File: src/rtl/mean_compens_mc.sv
// Multi-channel DC-offset (mean) compensator with leaky-integrator mean and saturating subtract.
// Latency: 1 cycle from data_in/in_valid to data_out/out_valid (statistics 1 cycle later).
// Backpressure: none; every in_valid cycle is accepted, in_valid=0 holds state and drops out_valid.
//
// Ports:
//   clk, reset            rising-edge clock, synchronous active-high reset
//   tau, tau_load         time-constant shift; the load pulse also restarts the accumulators and warm-up
//   in_valid, data_in     CHANNELS signed WIDTH-bit samples, channel 0 in the LSBs
//   data_out, out_valid   mean-compensated saturated samples, valid once warm-up completes
//   mag_thr               magnitude threshold for the occupancy statistics
//   sig_pct, mag_pct      per-channel 7-bit percentages of sig=1 / mag=1 over the last window
//   stat_stb              one-cycle pulse when sig_pct/mag_pct update
// Optional feature: define MEAN_COMPENS_STAT_EN to build the sign/magnitude occupancy statistics;
// without it sig_pct, mag_pct and stat_stb are constant 0 and mag_thr is ignored.
module mean_compens_mc #(
    parameter int CHANNELS       = 4,
    parameter int WIDTH          = 14,
    parameter int TAU_MAX        = 15,
    parameter int STAT_CNTR_SIZE = 12
) (
    input  logic                        clk,
    input  logic                        reset,
    input  logic [3:0]                  tau,
    input  logic                        tau_load,
    input  logic                        in_valid,
    input  logic [CHANNELS*WIDTH-1:0]   data_in,
    output logic [CHANNELS*WIDTH-1:0]   data_out,
    output logic                        out_valid,
    input  logic [WIDTH-2:0]            mag_thr,
    output logic [CHANNELS*7-1:0]       sig_pct,
    output logic [CHANNELS*7-1:0]       mag_pct,
    output logic                        stat_stb
);

    localparam int ACC_W  = WIDTH + TAU_MAX + 1;
    localparam int TAU_W  = $clog2(TAU_MAX + 1);
    // Warm-up target is 2**(tau+2); the counter must hold the largest target itself.
    localparam int WARM_W = TAU_MAX + 3;

    typedef logic signed [ACC_W-1:0] acc_t;
    typedef logic signed [WIDTH-1:0] smp_t;
    typedef logic signed [WIDTH:0]   dif_t;

    localparam smp_t SMP_MAX = {1'b0, {(WIDTH-1){1'b1}}};
    localparam smp_t SMP_MIN = {1'b1, {(WIDTH-1){1'b0}}};

    function automatic logic [TAU_W-1:0] clamp_tau(input logic [3:0] t);
        int ti;
        ti = int'(t);
        if (ti < 1) begin
            ti = 1;
        end else if (ti > TAU_MAX) begin
            ti = TAU_MAX;
        end
        return TAU_W'(ti);
    endfunction

    logic [TAU_W-1:0]  tau_q;
    logic [WARM_W-1:0] warm_cnt_q, warm_cnt_d, warm_tgt;
    logic              warm_d;
    logic              out_valid_q;
    acc_t              acc_q  [CHANNELS];
    acc_t              acc_d  [CHANNELS];
    smp_t              dout_q [CHANNELS];
    smp_t              dout_d [CHANNELS];
    dif_t              mean_c [CHANNELS];
    dif_t              diff_c [CHANNELS];

    always_comb begin
        warm_tgt   = WARM_W'(1) << (int'(tau_q) + 2);
        // Saturating count: once the target is reached the output stays qualified.
        warm_cnt_d = (warm_cnt_q == warm_tgt) ? warm_cnt_q : warm_cnt_q + WARM_W'(1);
        warm_d     = (warm_cnt_d == warm_tgt);
        for (int c = 0; c < CHANNELS; c++) begin
            // The leaky integrator keeps acc within (sample range) * 2**tau, so the
            // floor mean always fits WIDTH+1 bits and the difference cannot wrap.
            mean_c[c] = dif_t'(acc_q[c] >>> tau_q);
            diff_c[c] = dif_t'($signed(data_in[c*WIDTH +: WIDTH])) - mean_c[c];
            if (diff_c[c][WIDTH] != diff_c[c][WIDTH-1]) begin
                dout_d[c] = diff_c[c][WIDTH] ? SMP_MIN : SMP_MAX;
            end else begin
                dout_d[c] = diff_c[c][WIDTH-1:0];
            end
            acc_d[c] = acc_q[c] + acc_t'(diff_c[c]);
        end
    end

    always_ff @(posedge clk) begin
        if (reset) begin
            tau_q       <= TAU_W'(4);
            warm_cnt_q  <= '0;
            out_valid_q <= 1'b0;
            for (int c = 0; c < CHANNELS; c++) begin
                acc_q[c]  <= '0;
                dout_q[c] <= '0;
            end
        end else if (tau_load) begin
            // The sample arriving with the load pulse is discarded; data_out keeps its value.
            tau_q       <= clamp_tau(tau);
            warm_cnt_q  <= '0;
            out_valid_q <= 1'b0;
            for (int c = 0; c < CHANNELS; c++) begin
                acc_q[c] <= '0;
            end
        end else if (in_valid) begin
            warm_cnt_q  <= warm_cnt_d;
            out_valid_q <= warm_d;
            for (int c = 0; c < CHANNELS; c++) begin
                acc_q[c]  <= acc_d[c];
                dout_q[c] <= dout_d[c];
            end
        end else begin
            out_valid_q <= 1'b0;
        end
    end

    always_comb begin
        data_out = '0;
        for (int c = 0; c < CHANNELS; c++) begin
            data_out[c*WIDTH +: WIDTH] = dout_q[c];
        end
    end
    assign out_valid = out_valid_q;

`ifdef MEAN_COMPENS_STAT_EN
    // Statistics observe the registered output, so they trail data_out by one cycle.
    logic [STAT_CNTR_SIZE-1:0] win_q;
    logic [STAT_CNTR_SIZE:0]   sig_cnt_q [CHANNELS];
    logic [STAT_CNTR_SIZE:0]   mag_cnt_q [CHANNELS];
    logic [STAT_CNTR_SIZE:0]   sig_sum   [CHANNELS];
    logic [STAT_CNTR_SIZE:0]   mag_sum   [CHANNELS];
    logic [6:0]                sig_pct_q [CHANNELS];
    logic [6:0]                mag_pct_q [CHANNELS];
    logic [6:0]                sig_pct_d [CHANNELS];
    logic [6:0]                mag_pct_d [CHANNELS];
    logic [WIDTH-1:0]          abs_c     [CHANNELS];
    logic                      stb_q;
    logic                      win_end;

    always_comb begin
        win_end = (win_q == '1);
        for (int c = 0; c < CHANNELS; c++) begin
            // Unsigned WIDTH bits hold |-2**(WIDTH-1)| exactly.
            abs_c[c]     = dout_q[c][WIDTH-1] ? WIDTH'(-dout_q[c]) : WIDTH'(dout_q[c]);
            // Sums include the current sample so the window's last sample is counted.
            sig_sum[c]   = sig_cnt_q[c] + (STAT_CNTR_SIZE+1)'(~dout_q[c][WIDTH-1]);
            mag_sum[c]   = mag_cnt_q[c] + (STAT_CNTR_SIZE+1)'(abs_c[c] >= {1'b0, mag_thr});
            sig_pct_d[c] = 7'((int'(sig_sum[c]) * 100) >> STAT_CNTR_SIZE);
            mag_pct_d[c] = 7'((int'(mag_sum[c]) * 100) >> STAT_CNTR_SIZE);
        end
    end

    always_ff @(posedge clk) begin
        if (reset) begin
            win_q <= '0;
            stb_q <= 1'b0;
            for (int c = 0; c < CHANNELS; c++) begin
                sig_cnt_q[c] <= '0;
                mag_cnt_q[c] <= '0;
                sig_pct_q[c] <= '0;
                mag_pct_q[c] <= '0;
            end
        end else begin
            stb_q <= 1'b0;
            if (tau_load) begin
                win_q <= '0;
                for (int c = 0; c < CHANNELS; c++) begin
                    sig_cnt_q[c] <= '0;
                    mag_cnt_q[c] <= '0;
                end
            end else if (out_valid_q) begin
                win_q <= win_q + STAT_CNTR_SIZE'(1);
                if (win_end) begin
                    stb_q <= 1'b1;
                    for (int c = 0; c < CHANNELS; c++) begin
                        sig_pct_q[c] <= sig_pct_d[c];
                        mag_pct_q[c] <= mag_pct_d[c];
                        sig_cnt_q[c] <= '0;
                        mag_cnt_q[c] <= '0;
                    end
                end else begin
                    for (int c = 0; c < CHANNELS; c++) begin
                        sig_cnt_q[c] <= sig_sum[c];
                        mag_cnt_q[c] <= mag_sum[c];
                    end
                end
            end
        end
    end

    always_comb begin
        sig_pct = '0;
        mag_pct = '0;
        for (int c = 0; c < CHANNELS; c++) begin
            sig_pct[c*7 +: 7] = sig_pct_q[c];
            mag_pct[c*7 +: 7] = mag_pct_q[c];
        end
    end
    assign stat_stb = stb_q;
`else
    logic unused_mag_thr;
    assign unused_mag_thr = ^mag_thr;
    assign sig_pct  = '0;
    assign mag_pct  = '0;
    assign stat_stb = 1'b0;
`endif

endmodule

File: config.mk
export PLATFORM = sky130hd
export DESIGN_NAME = mean_compens_mc
export DESIGN_NICKNAME = d
export VERILOG_FILES = /design/src/rtl/mean_compens_mc.sv
export SDC_FILE = /design/constraint.sdc
export NUM_CORES = 1
export LEC_CHECK = 0
export CORE_MARGIN = 5
export CORE_UTILIZATION = 40
export CTS_CLUSTER_DIAMETER = 150
export DETAILED_ROUTE_END_ITERATION = 8
export PLACE_DENSITY = 0.56
export SLEW_MARGIN = 20
export SYNTH_ARGS = -nofsm -noshare
export SYNTH_HDL_FRONTEND = slang
export SYNTH_SLANG_ARGS = --single-unit
File: constraint.sdc
create_clock -name clk -period 8.8 [get_ports clk]
set_input_delay 2.2 -clock clk [delete_from_list [all_inputs] [get_ports clk]]
set_output_delay 2.2 -clock clk [all_outputs]
set_load 0.02 [all_outputs]
==> out/results.env <==
RESULT_OF_THE_RUN='complete, no violations'
POWER_mW=5.95
IR_WORST_VDD_mV=0.167
CTS_TREE='done'
SYNTHCELLS=2489
SEQ_AREA_FRAC_SYNTH=0.259
FP-ROW-COUNT=84
CLK-INSERTION-DELAY-LATE_PS=500
FMAX_MHz=134
CRITICALPATHCATEGORY='reg -> reg'
POWER.INTERNAL_mW=3.16
FINAL-SETUP-VIOL-COUNT=0
DR.PASS1.ITERS=5
NUMBER_OF_SYNTHESIZED_FLOPS_WITH_AN_ENABLE_PIN=146
FINALCRITICALPERIOD_PS=7480
DRC=0
GLOBAL_ROUTE.USAGE.TOTAL=0.197
ROUTE.VIAS.TOTAL=18000
GRT_PASS1_WL_UM=92500
SYNTH_FF_TYPE='sky130_fd_sc_hd__edfxtp_1'
ROUTE.ANTENNA.REMAINING_NETS=0
FLOORPLAN.DIE.WIDTH_UM=239
MAXSLEWHEADROOM=0.399
P_SW_mW=2.79
TNS_PS=0
HOLD_CLASS='reg -> reg'
SYNTHTOPCELLSBYAREA='sky130_fd_sc_hd__edfxtp_1 (21%), sky130_fd_sc_hd__ha_1 (11%), sky130_fd_sc_hd__mux2i_1 (6.2%)'
GRT-OVFL-TOTAL=0
INITIAL_CORE_UTIL=0.402
SHARE_CLK_OF_TOTAL_POWER=0.136
START_KIND='flip-flop'
P_SW_FRAC=0.469
CLOCKBUFFERDEPTH=2
DP_HPWL_UM=43300
WL_PER_CELL_UM=17.8
FINALCOREUTILIZATION=0.442
YS_ASYNC_SR_FRACTION=0
NETLIST-CELL-TYPE-COUNT=95
LAYOUT_WORST_PATH_CYCLE_SHARE=0.850
FIN_SKEW_PS=17.3
SYN_AVG_CELL_AREA_UM2=8.45
FIRST_GLOBAL_VIAS=17400
DIE_OUTLINE_AREA_UM2=57200
TIMING.FINAL.HOLD_VIOLATIONS=0
HTREE_LEVELS=4
TIMING.MAX_CAP.VIOLATIONS=0
YOSYSWARNINGS=0
FINAL_LAYOUT_SIZE_SUFFIX_GT1_FRAC=0.0738
STARTPOINT='tau_q[0]'
LARGEST_NET_DEGREE_AT_THE_START_OF_GLOBAL_ROUTING=62
CRIT_PATH_END_KIND='flip-flop'
POST_CTS_HOLD_BUFFER_COUNT=0
GRT_ANTENNA_BEFORE_REPAIR=0
POST_SYNTH_INSTANCE_AREA_UM2=21000
SHARE_COMB_OF_TOTAL_POWER=0.642
IO_BUFFER_COUNT=120
LEAKAGE_nW=9.65
DESIGN.PORTCOUNT=191
FIRST_ITER_VIOLATIONS=1011
AVGVIACOUNTPERCELL=5.58
GP_ROUTABILITY_CONGESTION=0.917
SETUP_REPAIR_AFTER_GLOBAL_ROUTING_MISSED_ITS_MARGIN='false'
CTS_REPAIR_RESIZE_COUNT=0
DRV_SLEW=0
CP.ARRIVAL_PS=7690
CTS_NUM_SINKS=199
POWERDENSITY_nW_PER_UM2=257
LAYOUT_COMMON_CELLS='sky130_fd_sc_hd__nand2_1 (248), sky130_fd_sc_hd__nor2_1 (248), sky130_fd_sc_hd__a21oi_1 (183), sky130_fd_sc_hd__ha_1 (181), sky130_fd_sc_hd__edfxtp_1 (146)'
HOLD_START='acc_q[2][17]'
ROUTED_WL_UM=57600
ANTENNA_CELLS=0
SEQUENTIALPOWERSHARE=0.222
SYNTH_LARGEST_AREA_CELL='sky130_fd_sc_hd__edfxtp_1'
CTS.ROOT.BUFFER_CELL='sky130_fd_sc_hd__clkbuf_16'
DIE_HEIGHT_UM=239
AREA_GROWTH_SYN_TO_LAYOUT_PCT=10.1
WORST_SLEW_PIN_SLEW_PS=901
CTS_MADE_BUFFERS=17
CORE_AREA_UM2=52300
NETLIST.AREA_LEADER.SHARE=0.209
POST_CTS.REPAIR.SETUP_BUFFERS=0
NETS=2799
CLK_TRANSITION_REPORTED_PATHS_PS=80
CRIT_PATH_MAX_FANOUT=45
YS_SEQ_ELEMENTS=199
WORSTPATHREQUIRED_PS=9020
HOLD-WORST-SLACK_PS=494
R2R_START='tau_q[0]'
==> logic make-up after synthesis <==
group           count (synthesis)  synth area share
simple gates                  786             0.174
buf+inv                       279            0.0639
other cells                     1          0.000178
compound gates                657             0.200
fa+ha+maj                     193             0.117
flops                         199             0.259
mux                           200             0.112
xor+xnor                      174            0.0736
==> per-layer routing <==
layer  wire length [µm]  GRT usage  share of wire
met1              27100      0.272           0.47
met2              27200      0.327           0.47
met5                  0          0              0
met4                870     0.0472          0.015
met3               2380     0.0298          0.041
==> path summary, 6_finish.rpt <==
kind                       end  slack (ps)  cells past startpoint
hold / removal    acc_q[2][17]         490                      2
hold reg to reg   acc_q[2][17]         490                      2
setup / recovery  acc_q[1][26]        1320                     27
setup reg to reg  acc_q[1][26]        1320                     27
==> synthesized netlist by cell type (31+ instances only) <==
library cell and number:
sky130_fd_sc_hd__nand2_1 249, sky130_fd_sc_hd__nor2_1 249, sky130_fd_sc_hd__a21oi_1 183, sky130_fd_sc_hd__ha_1 181
sky130_fd_sc_hd__edfxtp_1 146, sky130_fd_sc_hd__o21ai_0 139, sky130_fd_sc_hd__mux2i_1 131, sky130_fd_sc_hd__inv_1 98
sky130_fd_sc_hd__xnor2_1 86, sky130_fd_sc_hd__xor2_1 85, sky130_fd_sc_hd__clkbuf_1 72, sky130_fd_sc_hd__a21o_1 66
sky130_fd_sc_hd__buf_4 58, sky130_fd_sc_hd__dfxtp_1 53, sky130_fd_sc_hd__nand3_1 53, sky130_fd_sc_hd__mux2_2 44
sky130_fd_sc_hd__o211ai_1 43, sky130_fd_sc_hd__a211oi_1 39, sky130_fd_sc_hd__nor3_1 39, sky130_fd_sc_hd__nand2b_1 31
==> final cells by class <==
| class | instances | area [µm²] |
|---|---|---|
| well taps | 688 | 861 |
| multi-input cells | 2067 | 14500 |
| flip-flops and latches | 199 | 5460 |
| clock inverters | 15 | 139 |
| repair buffers | 145 | 1380 |
| inverters | 103 | 388 |
| fillers | 5208 | 29200 |
| clock buffers | 17 | 425 |
==> state kept, by name, summed over array words and instances (netlist names) <==
register and flops:
out_valid 1, warm_cnt_q 18, acc_q 120, tau_q 4, dout_q 56
==> power groups by stage <==
stage	combinational [mW]	sequential, mW	clock (mW)
6_report	3.82	1.32	0.810
3_5_place_dp	3.78	1.34	0
4_1_cts	3.80	1.32	0.839
5_1_grt	4.27	1.34	0.868
3_3_place_gp	3.70	1.34	0
2_1_floorplan	2.95	1.32	0
==> per-stage QoR <==
step | cells | area [µm²] | worst slack (ps)
4_1_cts | 3234 | 23100 | 1380
5_1_grt | 3234 | 23100 | 871
3_5_place_dp | 3202 | 22600 | 919
3_3_place_gp | 3202 | 22600 | 1000
2_1_floorplan | 2545 | 21200 | 1880
6_report | 3234 | 23100 | 1320
==> worst max-delay path, stage by stage (launching register included) <==
cell                       delay (ps)
sky130_fd_sc_hd__dfxtp_4          690
sky130_fd_sc_hd__clkinv_2         460
sky130_fd_sc_hd__buf_4            370
sky130_fd_sc_hd__nand2_1           90
sky130_fd_sc_hd__nand2_1           70
sky130_fd_sc_hd__nor2_1           100
sky130_fd_sc_hd__a31oi_1           50
sky130_fd_sc_hd__o21ai_0          360
sky130_fd_sc_hd__ha_1             240
sky130_fd_sc_hd__inv_1             60
sky130_fd_sc_hd__fa_1             430
sky130_fd_sc_hd__a21o_1           190
sky130_fd_sc_hd__a211oi_1         340
sky130_fd_sc_hd__o31ai_1          240
sky130_fd_sc_hd__o221ai_1         280
sky130_fd_sc_hd__o21ai_0          170
sky130_fd_sc_hd__xnor2_1          200
sky130_fd_sc_hd__inv_1            290
sky130_fd_sc_hd__ha_1             500
sky130_fd_sc_hd__and4_1           230
sky130_fd_sc_hd__nand2_1          100
sky130_fd_sc_hd__or4b_1           530
sky130_fd_sc_hd__o221ai_1         200
sky130_fd_sc_hd__nor4b_2          400
sky130_fd_sc_hd__o41ai_1          200
sky130_fd_sc_hd__a21oi_1          190
sky130_fd_sc_hd__xnor2_1          140
sky130_fd_sc_hd__nor2_1            50
Power figures use the tool's default switching activity.
